==> config.mk <==
export PLATFORM = sky130hd
export DESIGN_NAME = serial_tx_arbiter_flat
export DESIGN_NICKNAME = d
export VERILOG_FILES = /design/src/rtl/serial_tx_arbiter_if.sv /design/src/rtl/serial_tx_arbiter.sv /design/src/flat_wrapper.sv
export SDC_FILE = /design/constraint.sdc
export NUM_CORES = 1
export LEC_CHECK = 0
export CELL_PAD_IN_SITES_DETAIL_PLACEMENT = 0
export CELL_PAD_IN_SITES_GLOBAL_PLACEMENT = 1
export CORE_ASPECT_RATIO = 1.5
export CORE_MARGIN = 2
export CORE_UTILIZATION = 46
export CTS_CLUSTER_SIZE = 24
export DETAILED_ROUTE_END_ITERATION = 8
export DONT_BUFFER_PORTS = 1
export PLACE_DENSITY = 0.82
export SKIP_LAST_GASP = 1
export SYNTH_ARGS = -nofsm -noshare
export SYNTH_HDL_FRONTEND = slang
export SYNTH_SLANG_ARGS = --single-unit
==> constraint.sdc <==
create_clock -name clk -period 4 [get_ports clk]
set_input_delay 0.4 -clock clk [delete_from_list [all_inputs] [get_ports clk]]
set_output_delay 0.4 -clock clk [all_outputs]
set_load 0.03 [all_outputs]
==> src/rtl/serial_tx_arbiter_if.sv <==
// Requester-side bus of the shared serial transmitter: bit-rate enable,
// flattened per-requester frame inputs and the grant/ack/line outputs.
interface serial_tx_arbiter_if #(
    parameter int N_REQ  = 4,
    parameter int ADDR_W = 6,
    parameter int DATA_W = 5
);
    logic                      en;
    logic [N_REQ-1:0]          req;
    logic [N_REQ*ADDR_W-1:0]   addr;
    logic [N_REQ*DATA_W-1:0]   data;
    logic [N_REQ-1:0]          last;
    logic [N_REQ-1:0]          grant;
    logic [N_REQ-1:0]          ack;
    logic                      serout;
    logic                      busy;

    modport master (
        output en, req, addr, data, last,
        input  grant, ack, serout, busy
    );

    modport slave (
        input  en, req, addr, data, last,
        output grant, ack, serout, busy
    );
endinterface

==> src/rtl/serial_tx_arbiter.sv <==
// Round-robin owner selection plus frame sequencer for one shared serial line:
// start bit, address, then data chunks each closed by a continuation bit.
//
// state   | meaning
// S_IDLE  | line high, waiting for any request
// S_START | start bit (0) on the line, owner granted
// S_ADDR  | address bits, MSB first
// S_DATA  | data chunk bits, MSB first
// S_CONT  | continuation bit: 0 = another chunk, 1 = end of frame
module serial_tx_arbiter #(
    parameter int N_REQ  = 4,
    parameter int ADDR_W = 6,
    parameter int DATA_W = 5
) (
    input logic                clk,
    input logic                rst,
    serial_tx_arbiter_if.slave bus
);
    localparam int SH_W  = (ADDR_W > DATA_W) ? ADDR_W : DATA_W;
    localparam int CNT_W = (SH_W > 1) ? $clog2(SH_W) : 1;
    localparam int IDX_W = $clog2(N_REQ);

    typedef enum logic [2:0] {
        S_IDLE,
        S_START,
        S_ADDR,
        S_DATA,
        S_CONT
    } state_t;

    state_t             state_q, state_d;
    logic [N_REQ-1:0]   grant_q, grant_d;
    logic [N_REQ-1:0]   ack_q, ack_d;
    logic               serout_q, serout_d;
    logic               busy_q, busy_d;
    logic [SH_W-1:0]    shreg_q, shreg_d;
    logic [CNT_W-1:0]   cnt_q, cnt_d;
    logic               last_q, last_d;
    logic [IDX_W-1:0]   owner_q, owner_d;
    logic [IDX_W-1:0]   ptr_q, ptr_d;

    logic [ADDR_W-1:0]  addr_arr [N_REQ];
    logic [DATA_W-1:0]  data_arr [N_REQ];
    logic               win_found;
    logic [IDX_W-1:0]   win_idx;
    logic [IDX_W-1:0]   cand;
    logic [SH_W-1:0]    addr_algn;
    logic [SH_W-1:0]    data_algn;
    logic               load_word;

    always_comb begin
        for (int i = 0; i < N_REQ; i++) begin
            addr_arr[i] = bus.addr[i*ADDR_W +: ADDR_W];
            data_arr[i] = bus.data[i*DATA_W +: DATA_W];
        end
    end

    // Search starts at the pointer and wraps; first set request wins.
    always_comb begin
        win_found = 1'b0;
        win_idx   = '0;
        cand      = ptr_q;
        for (int i = 0; i < N_REQ; i++) begin
            if (!win_found && bus.req[cand]) begin
                win_found = 1'b1;
                win_idx   = cand;
            end
            cand = (cand == IDX_W'(N_REQ - 1)) ? '0 : cand + 1'b1;
        end
    end

    // Fields are left-aligned so the line always takes the shift register MSB.
    assign addr_algn = SH_W'(addr_arr[win_idx]) << (SH_W - ADDR_W);
    assign data_algn = SH_W'(data_arr[owner_q]) << (SH_W - DATA_W);

    always_comb begin
        state_d   = state_q;
        grant_d   = grant_q;
        ack_d     = '0;
        serout_d  = serout_q;
        shreg_d   = shreg_q;
        cnt_d     = cnt_q;
        last_d    = last_q;
        owner_d   = owner_q;
        ptr_d     = ptr_q;
        load_word = 1'b0;
        case (state_q)
            S_IDLE: begin
                serout_d = 1'b1;
                if (win_found) begin
                    state_d  = S_START;
                    grant_d  = N_REQ'(1) << win_idx;
                    owner_d  = win_idx;
                    ptr_d    = (win_idx == IDX_W'(N_REQ - 1)) ? '0 : win_idx + 1'b1;
                    shreg_d  = addr_algn;
                    serout_d = 1'b0;
                    cnt_d    = '0;
                end
            end
            S_START: begin
                state_d  = S_ADDR;
                serout_d = shreg_q[SH_W-1];
                shreg_d  = shreg_q << 1;
                cnt_d    = '0;
            end
            S_ADDR: begin
                if (cnt_q == CNT_W'(ADDR_W - 1)) begin
                    state_d   = S_DATA;
                    load_word = 1'b1;
                end else begin
                    serout_d = shreg_q[SH_W-1];
                    shreg_d  = shreg_q << 1;
                    cnt_d    = cnt_q + 1'b1;
                end
            end
            S_DATA: begin
                if (cnt_q == CNT_W'(DATA_W - 1)) begin
                    state_d  = S_CONT;
                    serout_d = last_q;
                end else begin
                    serout_d = shreg_q[SH_W-1];
                    shreg_d  = shreg_q << 1;
                    cnt_d    = cnt_q + 1'b1;
                end
            end
            S_CONT: begin
                if (last_q) begin
                    state_d  = S_IDLE;
                    grant_d  = '0;
                    serout_d = 1'b1;
                end else begin
                    state_d   = S_DATA;
                    load_word = 1'b1;
                end
            end
            default: begin
                state_d  = S_IDLE;
                grant_d  = '0;
                serout_d = 1'b1;
            end
        endcase
        // Owner's word is captured at chunk entry; its MSB goes out on this edge.
        if (load_word) begin
            serout_d = data_algn[SH_W-1];
            shreg_d  = data_algn << 1;
            last_d   = bus.last[owner_q];
            ack_d    = grant_q;
            cnt_d    = '0;
        end
        busy_d = (state_d != S_IDLE);
    end

    always_ff @(posedge clk) begin
        if (rst) begin
            state_q  <= S_IDLE;
            grant_q  <= '0;
            ack_q    <= '0;
            serout_q <= 1'b1;
            busy_q   <= 1'b0;
            shreg_q  <= '0;
            cnt_q    <= '0;
            last_q   <= 1'b0;
            owner_q  <= '0;
            ptr_q    <= '0;
        end else if (bus.en) begin
            state_q  <= state_d;
            grant_q  <= grant_d;
            ack_q    <= ack_d;
            serout_q <= serout_d;
            busy_q   <= busy_d;
            shreg_q  <= shreg_d;
            cnt_q    <= cnt_d;
            last_q   <= last_d;
            owner_q  <= owner_d;
            ptr_q    <= ptr_d;
        end else begin
            ack_q    <= '0;
        end
    end

    assign bus.grant  = grant_q;
    assign bus.ack    = ack_q;
    assign bus.serout = serout_q;
    assign bus.busy   = busy_q;
endmodule
==> src/flat_wrapper.sv <==
// flat-port wrapper written by rule: the top's interface ports become plain ports
module serial_tx_arbiter_flat 
#(
    parameter int N_REQ  = 4,
    parameter int ADDR_W = 6,
    parameter int DATA_W = 5
)
  (clk, rst, bus_en, bus_req, bus_addr, bus_data, bus_last, bus_grant, bus_ack, bus_serout, bus_busy);
  serial_tx_arbiter_if #(.N_REQ(N_REQ), .ADDR_W(ADDR_W), .DATA_W(DATA_W)) bus_i ();
  input logic clk;
  input logic rst;
  input wire logic [$bits(bus_i.en)-1:0] bus_en;
  input wire logic [$bits(bus_i.req)-1:0] bus_req;
  input wire logic [$bits(bus_i.addr)-1:0] bus_addr;
  input wire logic [$bits(bus_i.data)-1:0] bus_data;
  input wire logic [$bits(bus_i.last)-1:0] bus_last;
  output wire logic [$bits(bus_i.grant)-1:0] bus_grant;
  output wire logic [$bits(bus_i.ack)-1:0] bus_ack;
  output wire logic [$bits(bus_i.serout)-1:0] bus_serout;
  output wire logic [$bits(bus_i.busy)-1:0] bus_busy;
  assign bus_i.en = bus_en;
  assign bus_i.req = bus_req;
  assign bus_i.addr = bus_addr;
  assign bus_i.data = bus_data;
  assign bus_i.last = bus_last;
  assign bus_grant = bus_i.grant;
  assign bus_ack = bus_i.ack;
  assign bus_serout = bus_i.serout;
  assign bus_busy = bus_i.busy;
  serial_tx_arbiter #(.N_REQ(N_REQ), .ADDR_W(ADDR_W), .DATA_W(DATA_W)) u_core (.clk(clk), .rst(rst), .bus(bus_i));
endmodule
Word level (Yosys, flattened, before mapping)

Index checks and enable logic that the tools add are counted.

Add/sub/neg operators: 5
Order comparisons: 7
Eq/ne operators: 16
Shift-type cells: 1
Mux-type cells: 55
Bitwise gates (word level): 5
Reduce and logical (&&, ||, !) cells: 16

Operator list:

| cell                                                   | count |
|---|---|
| two-way mux 6 bit                                      | 6 |
| one-hot mux 6 bit (4 select lines)                     | 1 |
| two-way mux 3 bit                                      | 7 |
| two-way mux 2 bit                                      | 9 |
| two-way mux 1 bit                                      | 16 |
| < comparator 2 x 3 -> 1 bit (second input constant)    | 5 |
| one-hot mux 3 bit (5 select lines)                     | 1 |
| binary-select mux 6 bit (select 2 bit)                 | 1 |
| one-hot mux 3 bit (4 select lines)                     | 1 |
| one-hot mux 4 bit (3 select lines)                     | 1 |
| binary-select mux 1 bit (select 2 bit)                 | 5 |
| binary-select mux 5 bit (select 2 bit)                 | 1 |
| two-way mux 5 bit                                      | 2 |
| == test 3 bit (second input constant)                  | 3 |
| adder 2 x 1 -> 2 bit (second input constant)           | 4 |
| == test 2 bit (second input constant)                  | 4 |
| two-way mux 4 bit                                      | 2 |
| == test 3 x 2 -> 1 bit (second input constant)         | 2 |
| >= comparator 3 bit (second input constant)            | 2 |
| inequality test 3 x 1 -> 1 bit (second input constant) | 2 |
| inequality test 3 x 2 -> 1 bit (second input constant) | 2 |
| NOT 2 -> 3 bit                                         | 2 |
| AND reduction 3 bit                                    | 2 |
| OR reduction 3 bit                                     | 2 |
| 15 further kinds                                       | 22 |

Register bits: 27
Bits of input ports: 55
Output and inout port bits: 10
Word-level logic and storage cells: 115

Logic depth before layout (Yosys ltp)

Gate-level depths: netlist of run 1.

Word-level depth: 19
Mapped depth: 12
Mapped depth without buffers: 10

Worst setup path before layout of run 1

No wires, ideal clock.

Kind: register -> register
Start point: register u_core.ptr_q[1]
End point: register u_core.shreg_q[2]
Library setup time: 0.131 ns
Arrival: 2.723 ns
Data required time: 3.869 ns
Setup slack: 1.146 ns
Cell stages (with the launch flop): 12
Buffers on the path: 2
Period minus slack after synthesis: 2.854 ns
Path through: dfxtp_1 ha_1 buf_2 nor3_1 nor2_1 a21o_1 a311oi_1 and2_4 buf_6 mux4_1 a22oi_1 o22ai_1

Word-level cells in the longest chain between the ends: 19
Elaborated cells on any way between the ends: 40
Those cells by class: 3 x add/sub; 4 x eq/ne; 25 x mux; 1 x bitwise; 7 x reduce/logical

RTL lines:

| element                                                       | RTL line                 | source |
|---|---|---|
| start, declared                                               | serial_tx_arbiter.sv:40  | `logic [IDX_W-1:0] ptr_q, ptr_d;` |
| start signal, assigned                                        | serial_tx_arbiter.sv:175 | `ptr_q <= ptr_d;` |
| branches (longest 19 deep; another with adder 2 x 1 -> 2 bit) | --                       |  |
| end signal, assigned                                          | serial_tx_arbiter.sv:171 | `shreg_q <= shreg_d;` |
| end, declared                                                 | serial_tx_arbiter.sv:36  | `logic [SH_W-1:0] shreg_q, shreg_d;` |

Several ways; the timed one is not identified. The select of a mux whose other input is x is not followed.
A chain may end at the register's enable or synchronous reset.

Final worst setup path of run 1

Start point: register u_core.ptr_q[0]
End point: register u_core.shreg_q[3]

Same word-level chain as after synthesis.

==> results of run 1 <==
sequential cells by signal (all words and copies together) (netlist names), 2 cells and up:
signal            flops
u_core.owner_q        2
u_core.cnt_q          3
u_core.state_q        3
u_core.bus.ack        4
u_core.bus.grant      4
u_core.shreg_q        6
u_core.ptr_q          2
logic make-up (layout without fill, tap and decap cells):
logic type                 count (synthesis)  count (layout)  synth area share
DFF                                       27              27             0.272
adders and majority gates                  8               8            0.0504
and+or+nand+nor                           78              78             0.192
buffers and inverters                     24              15            0.0605
AOI/OAI and AO/OA                         62              62             0.219
muxes                                     24              24             0.207
layer usage:
metal | wire length [µm] | part of all wire | up-vias
met1 | 1950 | 0.42 | 762
met3 | 255 | 0.055 | 9
met2 | 2340 | 0.50 | 53
met5 | 0 | 0 | -
li1 | - | - | 826
met4 | 110 | 0.024 | 0
power breakdown:
part           switching, mW  internal, mW  leakage (nW)  total (mW)
combinational          0.359         0.321         0.457       0.680
sequential            0.0712         0.318         0.221       0.389
clock                 0.0937        0.0710        0.0217       0.165
total                  0.524         0.710         0.700        1.23
stage by stage:
| step | hold slack [ns] | utilization |
|---|---|---|
| 2_1_floorplan | 0.449 | - |
| 3_3_place_gp | 0.466 | 0.473 |
| 3_5_place_dp | 0.466 | 0.473 |
| 4_1_cts | 0.175 | 0.485 |
| 5_1_grt | 0.166 | 0.485 |
| 6_report | 0.171 | 0.485 |
area by class of cell:
cell class | count | area (µm²) | area share
clock buffers | 3 | 41.3 | 0.0204
inverters | 8 | 30.0 | 0.0148
multi-input cells | 172 | 1330 | 0.655
clock inverters | 1 | 7.51 | 0.00371
repair buffers | 3 | 22.5 | 0.0111
well taps | 46 | 57.6 | 0.0284
flip-flops and latches | 27 | 541 | 0.267
path summary, 6_finish.rpt:
check,to
max,u_core.shreg_q[3]
max reg2reg,u_core.shreg_q[3]
min reg2reg,u_core.cnt_q[1]
min,u_core.cnt_q[2]
Yosys cell counts (2+ instances only):
master	number	area, µm²
a211oi_1	4	30.0
and2_1	6	37.5
or2_2	2	12.5
mux4_2	8	180
or4_1	2	15.0
or3_1	2	12.5
inv_1	8	30.0
nor4_1	3	18.8
mux2i_1	8	80.1
mux2_2	4	45.0
dfxtp_1	27	541
a32oi_1	2	17.5
a21oi_1	12	60.1
nor2_1	24	90.1
nand2_1	17	63.8
a22o_1	4	35.0
o31ai_1	2	15.0
nor2b_1	3	18.8
o21ai_0	10	50.1
o21ai_1	4	20.0
ha_1	8	100
o211ai_1	4	30.0
mux4_1	4	105
nor3_1	7	35.0
buf_2	3	15.0
o21a_1	2	15.0
buf_6	2	22.5
a221oi_1	3	26.3
clkbuf_1	9	33.8
a22oi_1	4	30.0
nand3_1	6	30.0
==> reports/qor.txt, run 1 <==
status: finished, final reports clean
antenna violations before repair: 0
initial DRC count: 51
WL/cell: 17.9 µm
Setup crit end kind: flip-flop
most common cell after layout, fill and taps aside: dfxtp_1
clk root buf: clkbuf_8
Layout area overhead: 1.95%
Peak Freq: 0.322 GHz
most frequent cells in the layout: dfxtp_1, nor2_1, nand2_1
number of flops mapped to enable cells by yosys: 0
RSZ-0062 raised after global routing: false
DR pass1 iterations: 4
met3 usage: 0.0354
CTS tree: done
Synth Cell Area: 0.00199 mm²
IO Port Bufs: 0
Max Slew Vio Count: 0
Buf/Inv on CP: 0
crit path launch type: flip-flop
min-delay worst type: primary input to flip-flop
first-pass GRT wire length: 7.37 mm
CP required: 4.18 ns
number of fill cells: 409
Critical Setup Path Class: flip-flop to flip-flop
height of the chip: 84.5 µm
Via density: 6.35
Async SR Flop Fraction: 0
Pwr Total: 1.23 mW
worst hold start: rst
Worst VDD drop: 0.435 mV
Layout Skew: 0.00568 ns
Final GP Congestion: 0.802
Post-CTS Setup Repair Bufs: 0
Longest Clk Path Bufs: 2
DPL Wire Length: 3.56 mm
dominant synthesized flop cell: dfxtp_1
total congestion overflow: 0
maximum level of the CTS H-tree: 1
finished layout cell area: 0.00202 mm²
GRT Max-Usage Layer: met2
reg2reg start: u_core.ptr_q[0]
Hold Buf Count CTS: 0
Synth cell types: 50
number of global-route vias before repair: 1545
Ant. Diodes: 0
endpoints failing setup: 0
family with the most delay on the worst path: multiplexers
Ys Warns: 0
clock latency on the worst-skew pair: 0.28 ns
Post-Place Setup Slack: 0.917 ns
largest net degree at the start of global routing: 22
WHS Path Cells: 1
worst rel slew slack: 0.551
total wire length: 4.66 mm
crit-path cells: ha_1 > mux2i_1 > mux2i_1 > and2_1 > a311oi_1 > and2_4 > mux4_1 > a221oi_1 > o21ai_1
Tcrit/Tclk final: 0.775
die area: 0.00487 mm²
post-route setup TNS: 0 ns
Placed Area: 0.00198 mm²
row count: 29
Yosys reg bits: 27
MaxCap Viol Count: 0
Starting Density: 0.476
CTS buffer count: 3
Reg clk slew, reported paths: 0.10 ns
share of layout cells above drive strength 1: 0.121
final net count: 278
Tmin final: 3.10 ns
drt drc: 0
gr usage total: 0.194
Worst path slowest cell: mux4_1
core area: 0.00417 mm²
ANT nets after route: 0
Worst Slack Setup Final: 0.899 ns
Die Span X: 57.6 µm
Levels on crit path: 9
Static Leak: 0.700 nW
vias after detailed routing: 1650
Avg Inst Size Synth: 8.90 µm²
final hold vios: 0
reg2reg setup slack: 0.90 ns
register area share after synthesis: 0.272
met1 Track Usage GR: 0.243
final std cells w/o fill: 260
Cell Pwr Density: 609 mW/mm²
cell mode on critical path: mux2i_1
met2 usage: 0.322
I/O Pins: 65
Critical Path Start: u_core.ptr_q[0]
Max FO, Critical Path: 13
reg2reg path depth: 9
WP data arrival: 3.28 ns
# resized after CTS: 0
measured slew at the worst slew-check pin: 0.667 ns
DP Cell Count: 256
clk sinks: 27
Syn Inst Count: 223
CP max stage delay: 0.58 ns
Syn Nets: 286
Power figures use the tool's default switching activity.
==> run 2: changes to the inputs <==
--- a/config.mk
+++ b/config.mk
@@ -5,15 +5,16 @@
 export SDC_FILE = /design/constraint.sdc
 export NUM_CORES = 1
 export LEC_CHECK = 0
+export ABC_AREA = 1
 export CELL_PAD_IN_SITES_DETAIL_PLACEMENT = 0
 export CELL_PAD_IN_SITES_GLOBAL_PLACEMENT = 1
 export CORE_ASPECT_RATIO = 1.5
 export CORE_MARGIN = 2
-export CORE_UTILIZATION = 46
+export CORE_UTILIZATION = 39
 export CTS_CLUSTER_SIZE = 24
 export DETAILED_ROUTE_END_ITERATION = 8
 export DONT_BUFFER_PORTS = 1
-export PLACE_DENSITY = 0.82
+export PLACE_DENSITY = 0.78
 export SKIP_LAST_GASP = 1
 export SYNTH_ARGS = -nofsm -noshare
 export SYNTH_HDL_FRONTEND = slang
==> constraint.sdc (replaced) <==
create_clock -name clk -period 2.7 [get_ports clk]
set_input_delay 0.27 -clock clk [delete_from_list [all_inputs] [get_ports clk]]
set_output_delay 0.27 -clock clk [all_outputs]
set_load 0.03 [all_outputs]
==> run 2 against run 1 <==
Compared with the run above:
- sequential cell count did not move
- clock power up 44%
- design area up 12%
- core utilization decreased by 6.8 points
- critical path depth grew 4
- first-iteration DRC count up 57%
- critical endpoint is now u_core.bus.grant[2]
- critical path type unchanged
- fmax rose by 29%
==> reports/qor.txt, run 2 <==
first-pass GRT wire length: 8.66 mm (was 7.37 mm)
# resized after CTS: 0 (unchanged)
CTS tree: done (unchanged)
Ys Warns: 0 (unchanged)
Starting Density: 0.402 (was 0.476)
most common cell after layout, fill and taps aside: nand2_1 (was dfxtp_1)
largest family of logic cells by synthesized area: simple AND/OR/NAND/NOR gates (was compound AO/OA/AOI/OAI gates)
measured slew at the worst slew-check pin: 0.523 ns (was 0.667 ns)
antenna violations before repair: 0 (unchanged)
final std cells w/o fill: 404 (was 260)
RSZ-0062 raised after global routing: false (unchanged)
Static Leak: 1.09 nW (was 0.700 nW)
Critical Path Start: u_core.ptr_q[1] (was u_core.ptr_q[0])
CTS buffer count: 3 (unchanged)
row count: 33 (was 29)
drt drc: 0 (unchanged)
worst reg2reg endpoint: u_core.bus.grant[2] (was u_core.shreg_q[3])
number of global-route vias before repair: 1967 (was 1545)
Synth cell types: 37 (was 50)
GRT Max-Usage Layer: met2 (unchanged)
adder-cell share of the synthesized area: 0.0456 (was 0.0504)
Die Span X: 65.2 µm (was 57.6 µm)
clock latency on the worst-skew pair: 0.28 ns (about the same)
worst hold start: rst (unchanged)
dominant synthesized flop cell: dfxtp_1 (unchanged)
WL/cell: 13.3 µm (was 17.9 µm)
most flop-heavy register: u_core.shreg_q (unchanged)
Post-synth top cells: nand2_1, inv_1, nand3_1 (was dfxtp_1, nor2_1, nand2_1)
height of the chip: 95.8 µm (was 84.5 µm)
largest net degree at the start of global routing: 19 (was 22)
initial DRC count: 80 (was 51)
Final GP Congestion: 0.900 (was 0.802)
post-synth top area share: 0.246 (was 0.272)
Max Slew Vio Count: 0 (unchanged)
number of fill cells: 612 (was 409)
Layout area overhead: 3.59% (was 1.95%)
finished layout cell area: 0.00227 mm² (was 0.00202 mm²)
multiplexer share of the synthesized area: 0 (was 0.207)
reg2reg start: u_core.ptr_q[1] (was u_core.ptr_q[0])
WHS Path Cells: 1 (unchanged)
endpoints failing setup: 0 (unchanged)
Max FO, Critical Path: 15 (was 13)
crit-path cells: ha_1 > inv_2 > nand3_1 > nand2_1 > nor2_1 > nand2_1 > nand3_2 > nand2_2 > nand2_4 > inv_1 > ha_1 > a22oi_1 > nor2_1 (was ha_1 > mux2i_1 > mux2i_1 > and2_1 > a311oi_1 > and2_4 > mux4_1 > a221oi_1 > o21ai_1)
status: finished, final reports clean (unchanged)
maximum level of the CTS H-tree: 1 (unchanged)
Worst path slowest cell: ha_1 (was mux4_1)
WHS Endpoint: u_core.bus.grant[1] (was u_core.cnt_q[2])
post-synthesis compound-gate area fraction: 0.175 (was 0.219)
Cell Pwr Density: 755 mW/mm² (was 609 mW/mm²)
register area share after synthesis: 0.246 (was 0.272)
CP required: 2.89 ns (was 4.18 ns)
Synth Cell Area: 0.00219 mm² (was 0.00199 mm²)
final hold vios: 0 (unchanged)
core area: 0.00545 mm² (was 0.00417 mm²)
family with the most delay on the worst path: simple AND/OR/NAND/NOR gates (was multiplexers)
Yosys reg bits: 27 (unchanged)
reg2reg setup slack: 0.30 ns (was 0.90 ns)
Placed Area: 0.00222 mm² (was 0.00198 mm²)
Setup crit end kind: flip-flop (unchanged)
Largest register FFs: 6 (unchanged)
reg2reg path depth: 13 (was 9)
simple-gate area share of the yosys netlist: 0.398 (was 0.192)
ANT nets after route: 0 (unchanged)
Reg clk slew, reported paths: 0.10 ns (about the same)
Critical Setup Path Class: flip-flop to flip-flop (unchanged)
Hold Buf Count CTS: 0 (unchanged)
total wire length: 5.37 mm (was 4.66 mm)
met1 Track Usage GR: 0.188 (was 0.243)
crit path launch type: flip-flop (unchanged)
most frequent cell after synthesis: nand2_1 (was dfxtp_1)
total congestion overflow: 0 (unchanged)
met3 usage: 0.0164 (was 0.0354)
Tmin final: 2.40 ns (was 3.10 ns)
cell taking the most area after synthesis: dfxtp_1 (unchanged)
worst rel slew slack: 0.651 (was 0.551)
IO Port Bufs: 0 (unchanged)
gr usage total: 0.178 (was 0.194)
WP data arrival: 2.59 ns (was 3.28 ns)
DPL Wire Length: 4.44 mm (was 3.56 mm)
Peak Freq: 0.416 GHz (was 0.322 GHz)
Synth area leaders: dfxtp_1, nand2_1, nand3_1 (was dfxtp_1, mux4_2, mux4_1)
Pwr Total: 1.72 mW (was 1.23 mW)
Post-CTS Setup Repair Bufs: 0 (unchanged)
DP Cell Count: 400 (was 256)
Syn Nets: 401 (was 286)
min-delay worst type: primary input to flip-flop (unchanged)
Worst VDD drop: 0.297 mV (was 0.435 mV)
I/O Pins: 65 (unchanged)
DR pass1 iterations: 4 (unchanged)
die area: 0.00625 mm² (was 0.00487 mm²)
Longest Clk Path Bufs: 2 (unchanged)
Async SR Flop Fraction: 0 (unchanged)
Synth Area in XOR/XNOR: 0.00399 (was 0)
final net count: 398 (was 278)
CP max stage delay: 0.44 ns (was 0.58 ns)
clk sinks: 27 (unchanged)
number of flops mapped to enable cells by yosys: 0 (unchanged)
Syn Inst Count: 338 (was 223)
Ant. Diodes: 0 (unchanged)
share of layout cells above drive strength 1: 0.147 (was 0.121)
Avg Inst Size Synth: 6.49 µm² (was 8.90 µm²)
clk root buf: clkbuf_8 (unchanged)
MaxCap Viol Count: 0 (unchanged)
Via density: 5.12 (was 6.35)
vias after detailed routing: 2069 (was 1650)
post-route setup TNS: 0 ns (unchanged)
Tcrit/Tclk final: 0.890 (was 0.775)
most frequent cells in the layout: nand2_1, inv_1, nand3_1 (was dfxtp_1, nor2_1, nand2_1)
Layout Skew: 0.00816 ns (was 0.00568 ns)
Buf/Inv on CP: 2 (was 0)
met2 usage: 0.352 (was 0.322)
run 2: cell types whose count changed after synthesis, sizes merged, moves of 8 or more:
cell and delta:
nor2 +14, nand3 +39, mux2i -8, inv +46
mux4 -12, nand2 +66
run 2: worst register-to-register path, stage by stage, from the launching register on:
cell,delay (ns)
dfxtp_1,0.35
ha_1,0.44
inv_2,0.11
nand3_1,0.10
nand2_1,0.07
nor2_1,0.20
nand2_1,0.09
nand3_2,0.08
nand2_2,0.15
nand2_4,0.19
inv_1,0.12
ha_1,0.21
a22oi_1,0.15
nor2_1,0.05
run 2: per-stage QoR:
stage | setup WS [ns] | utilization | hold slack (ns)
after floorplan | 0.595 | - | 0.413
after global placement | 0.367 | 0.408 | 0.343
after detailed placement | 0.317 | 0.408 | 0.344
after CTS | 0.296 | 0.417 | 0.0347
after global routing | 0.0868 | 0.417 | 0.0224
final | 0.297 | 0.417 | 0.0422
run 2: final cells by class:
class	instances	area, µm²	share of cell area
well taps	70	87.6	0.0385
inverters	56	215	0.0947
clock buffers	3	41.3	0.0182
clock inverters	1	7.51	0.00330
flip-flops and latches	27	541	0.238
multi-input cells	245	1370	0.601
repair buffers	2	15.0	0.00661
run 2: metal layers:
metal  vias to the layer above  wire length [µm]  share of wire
met1                       924              2210           0.41
met5                         -                 0              0
met2                        50              2890           0.54
li1                       1089                 -              -
met3                         6               166          0.031
met4                         0               101          0.019
run 2: worst max-delay path by stage:
| stage | end | depth (start not counted) |
|---|---|---|
| global route | u_core.bus.grant[0] | 13 |
| global placement | u_core.bus.grant[2] | 13 |
| floorplan | u_core.ptr_q[1] | 15 |
| finish | u_core.bus.grant[2] | 13 |
| CTS | u_core.bus.grant[2] | 13 |
| detailed placement | u_core.bus.grant[2] | 13 |
run 2: cells by family (layout without fill, tap and decap cells):
logic type / after synthesis / count (layout)
AOI/OAI and AO/OA: 61 / 61
DFF: 27 / 27
buffers and inverters: 66 / 62
and+or+nand+nor: 175 / 175
adders and majority gates: 8 / 8
xor gates and xnor gates: 1 / 1
run 2: power breakdown:
| part | total, mW | internal [mW] | switching [mW] |
|---|---|---|---|
| logic | 0.954 | 0.320 | 0.634 |
| registers | 0.524 | 0.450 | 0.0737 |
| clock network | 0.238 | 0.105 | 0.133 |
| total | 1.72 | 0.875 | 0.841 |
